$ cat src/rtl/hazard_ctrl.sv
// Pipeline hazard scheduler: decides holds, bubbles and flushes for the 5-stage core.
// Optional HAZARD_PERF_CNT_EN adds saturating stall/bubble/flush performance counters.
module hazard_ctrl #(
  parameter int unsigned CNT_W = 16
) (
  input  logic             clk,
  input  logic             rst_n,
  input  logic [4:0]       ID_rs1,
  input  logic [4:0]       ID_rs2,
  input  logic             ID_use_rs1,
  input  logic             ID_use_rs2,
  input  logic             ID_is_branch,
  input  logic             EX_mem_read,
  input  logic             EX_reg_write,
  input  logic [4:0]       EX_rd,
  input  logic             ME_mem_read,
  input  logic [4:0]       ME_rd,
  input  logic             br_mispredict,
  input  logic             icache_stall,
  input  logic             dcache_stall,
  output logic             PC_hold,
  output logic             IF_ID_hold,
  output logic             ID_EX_bubble,
  output logic             pipe_freeze,
  output logic             IF_ID_flush,
`ifdef HAZARD_PERF_CNT_EN
  input  logic             perf_clr,
  output logic [CNT_W-1:0] perf_stall,
  output logic [CNT_W-1:0] perf_bubble,
  output logic [CNT_W-1:0] perf_flush,
`endif
  output logic [1:0]       state_o
);

  typedef enum logic [1:0] {
    StRun    = 2'd0,
    StBubble = 2'd1,
    StFreeze = 2'd2,
    StFlush  = 2'd3
  } state_e;

  state_e           state_q, state_d;
  logic [CNT_W-1:0] bub_cnt_q, bub_cnt_d;

  function automatic logic src_match(input logic use_rs, input logic [4:0] rs,
                                     input logic [4:0] rd);
    return use_rs && (rs != 5'd0) && (rs == rd);
  endfunction

  logic ex_match, me_match;
  logic load_use, br_ex_alu, br_ex_load, br_me_load, cache_stall;

  assign ex_match    = src_match(ID_use_rs1, ID_rs1, EX_rd) | src_match(ID_use_rs2, ID_rs2, EX_rd);
  assign me_match    = src_match(ID_use_rs1, ID_rs1, ME_rd) | src_match(ID_use_rs2, ID_rs2, ME_rd);
  assign load_use    = EX_mem_read & ex_match;
  assign br_ex_load  = ID_is_branch & EX_mem_read & ex_match;
  assign br_me_load  = ID_is_branch & ME_mem_read & me_match;
  assign cache_stall = icache_stall | dcache_stall;

  // ALU result reaches ID through the EX-to-ID forward path, so no stall is needed.
  assign br_ex_alu = ID_is_branch & EX_reg_write & ~EX_mem_read & ex_match;
  logic unused_br_ex_alu;
  assign unused_br_ex_alu = br_ex_alu;

  always_comb begin
    state_d      = state_q;
    bub_cnt_d    = bub_cnt_q;
    PC_hold      = 1'b0;
    IF_ID_hold   = 1'b0;
    ID_EX_bubble = 1'b0;
    pipe_freeze  = 1'b0;
    IF_ID_flush  = 1'b0;

    if (cache_stall) begin
      state_d     = StFreeze;
      PC_hold     = 1'b1;
      IF_ID_hold  = 1'b1;
      pipe_freeze = 1'b1;
    end else if ((state_q == StBubble || state_q == StFreeze) && bub_cnt_q != '0) begin
      // Owed bubbles are paid out before any new hazard is looked at.
      PC_hold      = 1'b1;
      IF_ID_hold   = 1'b1;
      ID_EX_bubble = 1'b1;
      bub_cnt_d    = bub_cnt_q - CNT_W'(1);
      state_d      = (bub_cnt_q == CNT_W'(1)) ? StRun : StBubble;
    end else begin
      state_d = StRun;
      if (br_ex_load || load_use || br_me_load) begin
        PC_hold      = 1'b1;
        IF_ID_hold   = 1'b1;
        ID_EX_bubble = 1'b1;
        if (br_ex_load) begin
          bub_cnt_d = CNT_W'(1);
          state_d   = StBubble;
        end
      end else if (br_mispredict) begin
        IF_ID_flush = 1'b1;
        state_d     = StFlush;
      end
    end

    // Outputs are quiet for the whole time reset is held.
    if (!rst_n) begin
      PC_hold      = 1'b0;
      IF_ID_hold   = 1'b0;
      ID_EX_bubble = 1'b0;
      pipe_freeze  = 1'b0;
      IF_ID_flush  = 1'b0;
    end
  end

  always_ff @(posedge clk or negedge rst_n) begin
    if (!rst_n) begin
      state_q   <= StRun;
      bub_cnt_q <= '0;
    end else begin
      state_q   <= state_d;
      bub_cnt_q <= bub_cnt_d;
    end
  end

  assign state_o = state_q;

`ifdef HAZARD_PERF_CNT_EN
  logic any_hold;
  assign any_hold = PC_hold | IF_ID_hold | pipe_freeze;

  always_ff @(posedge clk or negedge rst_n) begin
    if (!rst_n) begin
      perf_stall  <= '0;
      perf_bubble <= '0;
      perf_flush  <= '0;
    end else if (perf_clr) begin
      perf_stall  <= '0;
      perf_bubble <= '0;
      perf_flush  <= '0;
    end else begin
      if (any_hold && perf_stall != '1)      perf_stall  <= perf_stall + CNT_W'(1);
      if (ID_EX_bubble && perf_bubble != '1) perf_bubble <= perf_bubble + CNT_W'(1);
      if (IF_ID_flush && perf_flush != '1)   perf_flush  <= perf_flush + CNT_W'(1);
    end
  end
`endif

  bub_cnt_le_two: assert property (@(posedge clk) disable iff (!rst_n)
    bub_cnt_q <= CNT_W'(2));
  bub_cnt_live_in_bubble: assert property (@(posedge clk) disable iff (!rst_n)
    (state_q == StBubble) |-> (bub_cnt_q != '0));

endmodule

$ cat config.mk
export PLATFORM = sky130hd
export DESIGN_NAME = hazard_ctrl
export DESIGN_NICKNAME = d
export VERILOG_FILES = /design/src/rtl/hazard_ctrl.sv
export SDC_FILE = /design/constraint.sdc
export NUM_CORES = 1
export LEC_CHECK = 0
export ABC_AREA = 1
export ABC_CLOCK_PERIOD_IN_PS = 2800
export CAP_MARGIN = 30
export CORE_MARGIN = 2
export CORE_UTILIZATION = 49
export DETAILED_ROUTE_END_ITERATION = 10
export PLACE_DENSITY = 0.8
export SLEW_MARGIN = 5
export SYNTH_ARGS = -nofsm -noshare
export SYNTH_HDL_FRONTEND = slang
export SYNTH_SLANG_ARGS = --single-unit
$ cat constraint.sdc
create_clock -name clk -period 2.8 [get_ports clk]
set_clock_uncertainty 0.1 [all_clocks]
set_input_delay 0.84 -clock clk [delete_from_list [all_inputs] [get_ports clk]]
set_output_delay 0.84 -clock clk [all_outputs]
set_load 0.005 [all_outputs]
==> results.toml <==
[setup_path]
crit_chain = "buf_2 -> xor2_1 -> nor2_1 -> nand3_2 -> nand2_2 -> nand2_4 -> nand3_4 -> nand2_2 -> nand2_2 -> buf_2"
worst-r2r-cell-count = 10
critPathLaunchType = "input pin"
critPathCaptureType = "output pin"
max_stage_delay_ns = 0.17
required_time_reported_for_the_critical_path_endpoint_ns = 1.86
r2r_start = "bub_cnt_q[7]"
reg2reg_slack_ns = 0.97
cp_max_fo = 3
worstReg2RegEnd = "bub_cnt_q[6]"
cp_slowest_cell = "sky130_fd_sc_hd__xor2_1"
critPathMostFrequentCell = "sky130_fd_sc_hd__nand2_2"
setup.worst_path.class = "input pin to output pin"
timing.critical_path.arrival_ns = 1.86

[logic_synthesis]
synth.area.top_cells = "sky130_fd_sc_hd__dfrtp_1 30%, sky130_fd_sc_hd__nand2_1 21%, sky130_fd_sc_hd__xor2_1 8.1%"
post-synth-top-area-fraction = 0.298
postSynthRegisterBits = 18
postSynthCellCount = 228
ys.warnings.count = 0
syn_nets = 262
number_of_distinct_library_cells_after_synthesis = 24
post_synthesis_cell_type_with_the_largest_combined_area = "sky130_fd_sc_hd__dfrtp_1"
syn-mean-instance-area_um2 = 6.62
synth-seq-area-share = 0.298
synthesis.area_um2 = 1510

[clocking]
clock_sinks = 18
cts_inserted_buffers = 3
tritoncts_clock_tree = "done"
h-tree-depth = 1
clock_tree.buffer_depth = 2
clk_root_buffer_cell = "sky130_fd_sc_hd__clkbuf_4"
clkSlewWorstSetupHoldPaths_ns = 0.11
cts_hold_buffers = 0
insertion_delay_ns = 0.31

[worst_hold_path]
kind_of_path_behind_the_tightest_hold_check = "flip-flop to flip-flop"
hold_path_depth = 2
hold_path.startpoint = "bub_cnt_q[15]"
min_delay_worst_endpoint = "bub_cnt_q[15]"

[floorplan]
start_util = 0.503
io-pin-count = 38
fp.dieArea_um2 = 3540
cell_row_count = 20
die_h_um = 59.5
floorplan.die.width_um = 59.5
fp.coreArea_um2 = 3000

[placed_design]
placement.io_buffers = 36
place_inst = 306
post-dp-hpwl_mm = 2.83
gpl.final_weighted_congestion = 0.825
preCtsSetupSlack_ns = -0.839
detailed_place.area_um2 = 1980

[global_routing]
grt_max_degree = 19
via_count_of_the_first_global_routing_pass = 1369
antenna_found_initial = 0
grt_overflow = 0
grt_pass1_wl_mm = 6.03
track_usage = 0.226

[power_and_ir_drop]
p_int_mw = 0.815
power.density_cell_area_nw_per_um2 = 687
power.share.switching = 0.443
p_clk_frac = 0.119
irDropWorstVdd_v = 0.000616
power.sequential.fraction = 0.314
finalPower_mw = 1.46
power.leakage_nw = 1.15
power.share.combinational = 0.567
total_switching_power_mw = 0.650

[cells_and_area]
final_net_count = 314
final_cell_mix = "77 x sky130_fd_sc_hd__nand2_1, 19 x sky130_fd_sc_hd__inv_1, 18 x sky130_fd_sc_hd__dfrtp_1"
final_common_cell = "sky130_fd_sc_hd__nand2_1"
share_of_cells_above_drive_strength_1 = 0.297
layout.cell_area.non_filler_um2 = 2130
instances_no_fill = 312
insertedDiodeCount = 0
area_grow_syn2layout_pct = 41.3

[timing]
setup-tns-final_ns = 0
final-max-slew-violation-count = 0
grt_setup_unrepaired = "yes"
min_period_over_period = 0.999
report.final.hold_viol_count = 0
worst-slew-pin-transition_ns = 0.344
clock.fmax_ghz = 0.358
max-slew-margin-rel = 0.768
setup_violations = 0
finalCriticalPeriod_ns = 2.80
final.setup.worst_slack_ns = 0.00381

[status]
status = "complete, no violations"

[routing]
drtAntennaViolNets = 0
routed-via-count = 1562
vias_per_cell = 5.01
routedWlPerCell_um = 12.1
detailedRoute.firstIterationViolations = 43
drcViolationCount = 0
dr.pass1.iters = 4
wirelength_mm = 3.79

[job]
cap_viol_max_count = 0
cells in the mapped netlist:
master	count
sky130_fd_sc_hd__dfrtp_1	18
sky130_fd_sc_hd__nor3_2	1
sky130_fd_sc_hd__nor2_2	5
sky130_fd_sc_hd__xor2_1	14
sky130_fd_sc_hd__nor2_1	24
sky130_fd_sc_hd__xnor2_1	10
sky130_fd_sc_hd__buf_4	1
sky130_fd_sc_hd__nand2_1	85
sky130_fd_sc_hd__nor4_1	2
sky130_fd_sc_hd__buf_6	1
sky130_fd_sc_hd__ha_1	3
sky130_fd_sc_hd__o21ai_0	5
sky130_fd_sc_hd__nor3_1	3
sky130_fd_sc_hd__a21boi_0	1
sky130_fd_sc_hd__inv_1	23
sky130_fd_sc_hd__nand4_1	3
sky130_fd_sc_hd__nand2_4	3
sky130_fd_sc_hd__nand3_2	1
sky130_fd_sc_hd__buf_2	1
sky130_fd_sc_hd__nand3b_1	2
sky130_fd_sc_hd__nand3_1	17
sky130_fd_sc_hd__or2_1	2
sky130_fd_sc_hd__a21oi_1	2
sky130_fd_sc_hd__or2_2	1
power groups by stage:
stage                     combinational (mW)  clock, mW  sequential, mW
after floorplan                        0.530          0           0.464
after global placement                 0.778          0           0.457
after detailed placement               0.799          0           0.463
after CTS                              0.802      0.174           0.457
after global routing                   0.944      0.184           0.478
final                                  0.831      0.174           0.460
final cells by class:
cell class / instances / area (um^2)
well taps: 33 / 41.3
fillers: 228 / 870
inverters: 23 / 86.3
repair buffers: 50 / 428
flip-flops and latches: 18 / 450
multi-input cells: 184 / 1090
clock buffers: 4 / 36.3
state kept, by name, indices dropped and copies added, names as in the netlist:
| name | flops |
|---|---|
| bub_cnt_q | 16 |
| state_o | 2 |
worst max-delay path by stage:
stage | endpoint | cells after the start | startpoint | slack [ns]
floorplan | PC_hold | 11 | ID_rs2[2] | 0.20
global placement | IF_ID_hold | 11 | ID_rs1[1] | -0.79
detailed placement | ID_EX_bubble | 11 | ID_rs2[0] | -0.84
CTS | IF_ID_flush | 11 | ID_rs1[1] | -0.008
global route | IF_ID_flush | 11 | ID_rs2[2] | -0.09
finish | IF_ID_hold | 10 | ID_rs1[3] | 0.004
logic make-up (layout without fill, tap and decap cells):
| group | Yosys count | after routing | share of synthesized area |
|---|---|---|---|
| AO/OA/AOI/OAI | 8 | 8 | 0.0282 |
| XOR/XNOR | 24 | 24 | 0.139 |
| adder cells (fa/ha/maj) | 3 | 3 | 0.0249 |
| buffers and inverters | 26 | 77 | 0.0729 |
| flip-flops | 18 | 18 | 0.298 |
| AND/OR/NAND/NOR | 149 | 149 | 0.437 |
per-stage QoR:
step	hold WS, ns	utilization
after floorplan	0.357	-
after global placement	0.379	0.659
after detailed placement	0.392	0.659
after CTS	0.418	0.666
after global routing	0.441	0.710
final	0.413	0.710
critical path: cells and delay by family:
kind	cells	cell delay, ns
xor gates and xnor gates	1	0.17
and+or+nand+nor	7	0.62
buffers and inverters	2	0.24
per-layer routing:
metal / up-vias / wire [um] / global-route usage / share of wire
li1: 810 / - / - / -
met1: 724 / 1620 / 0.284 / 0.43
met2: 22 / 2030 / 0.407 / 0.54
met3: 6 / 87 / 0.0306 / 0.023
met4: 0 / 47 / 0.0571 / 0.012
met5: - / 0 / 0 / 0
what timing repair did:
item | in CTS | in global routing
gates resized for setup | 125 | 39
pin swaps | 35 | 26
setup buffers | 1 | 1
setup endpoints to repair | 5 | 5
No activity file was read; power rests on OpenSTA's default activity.
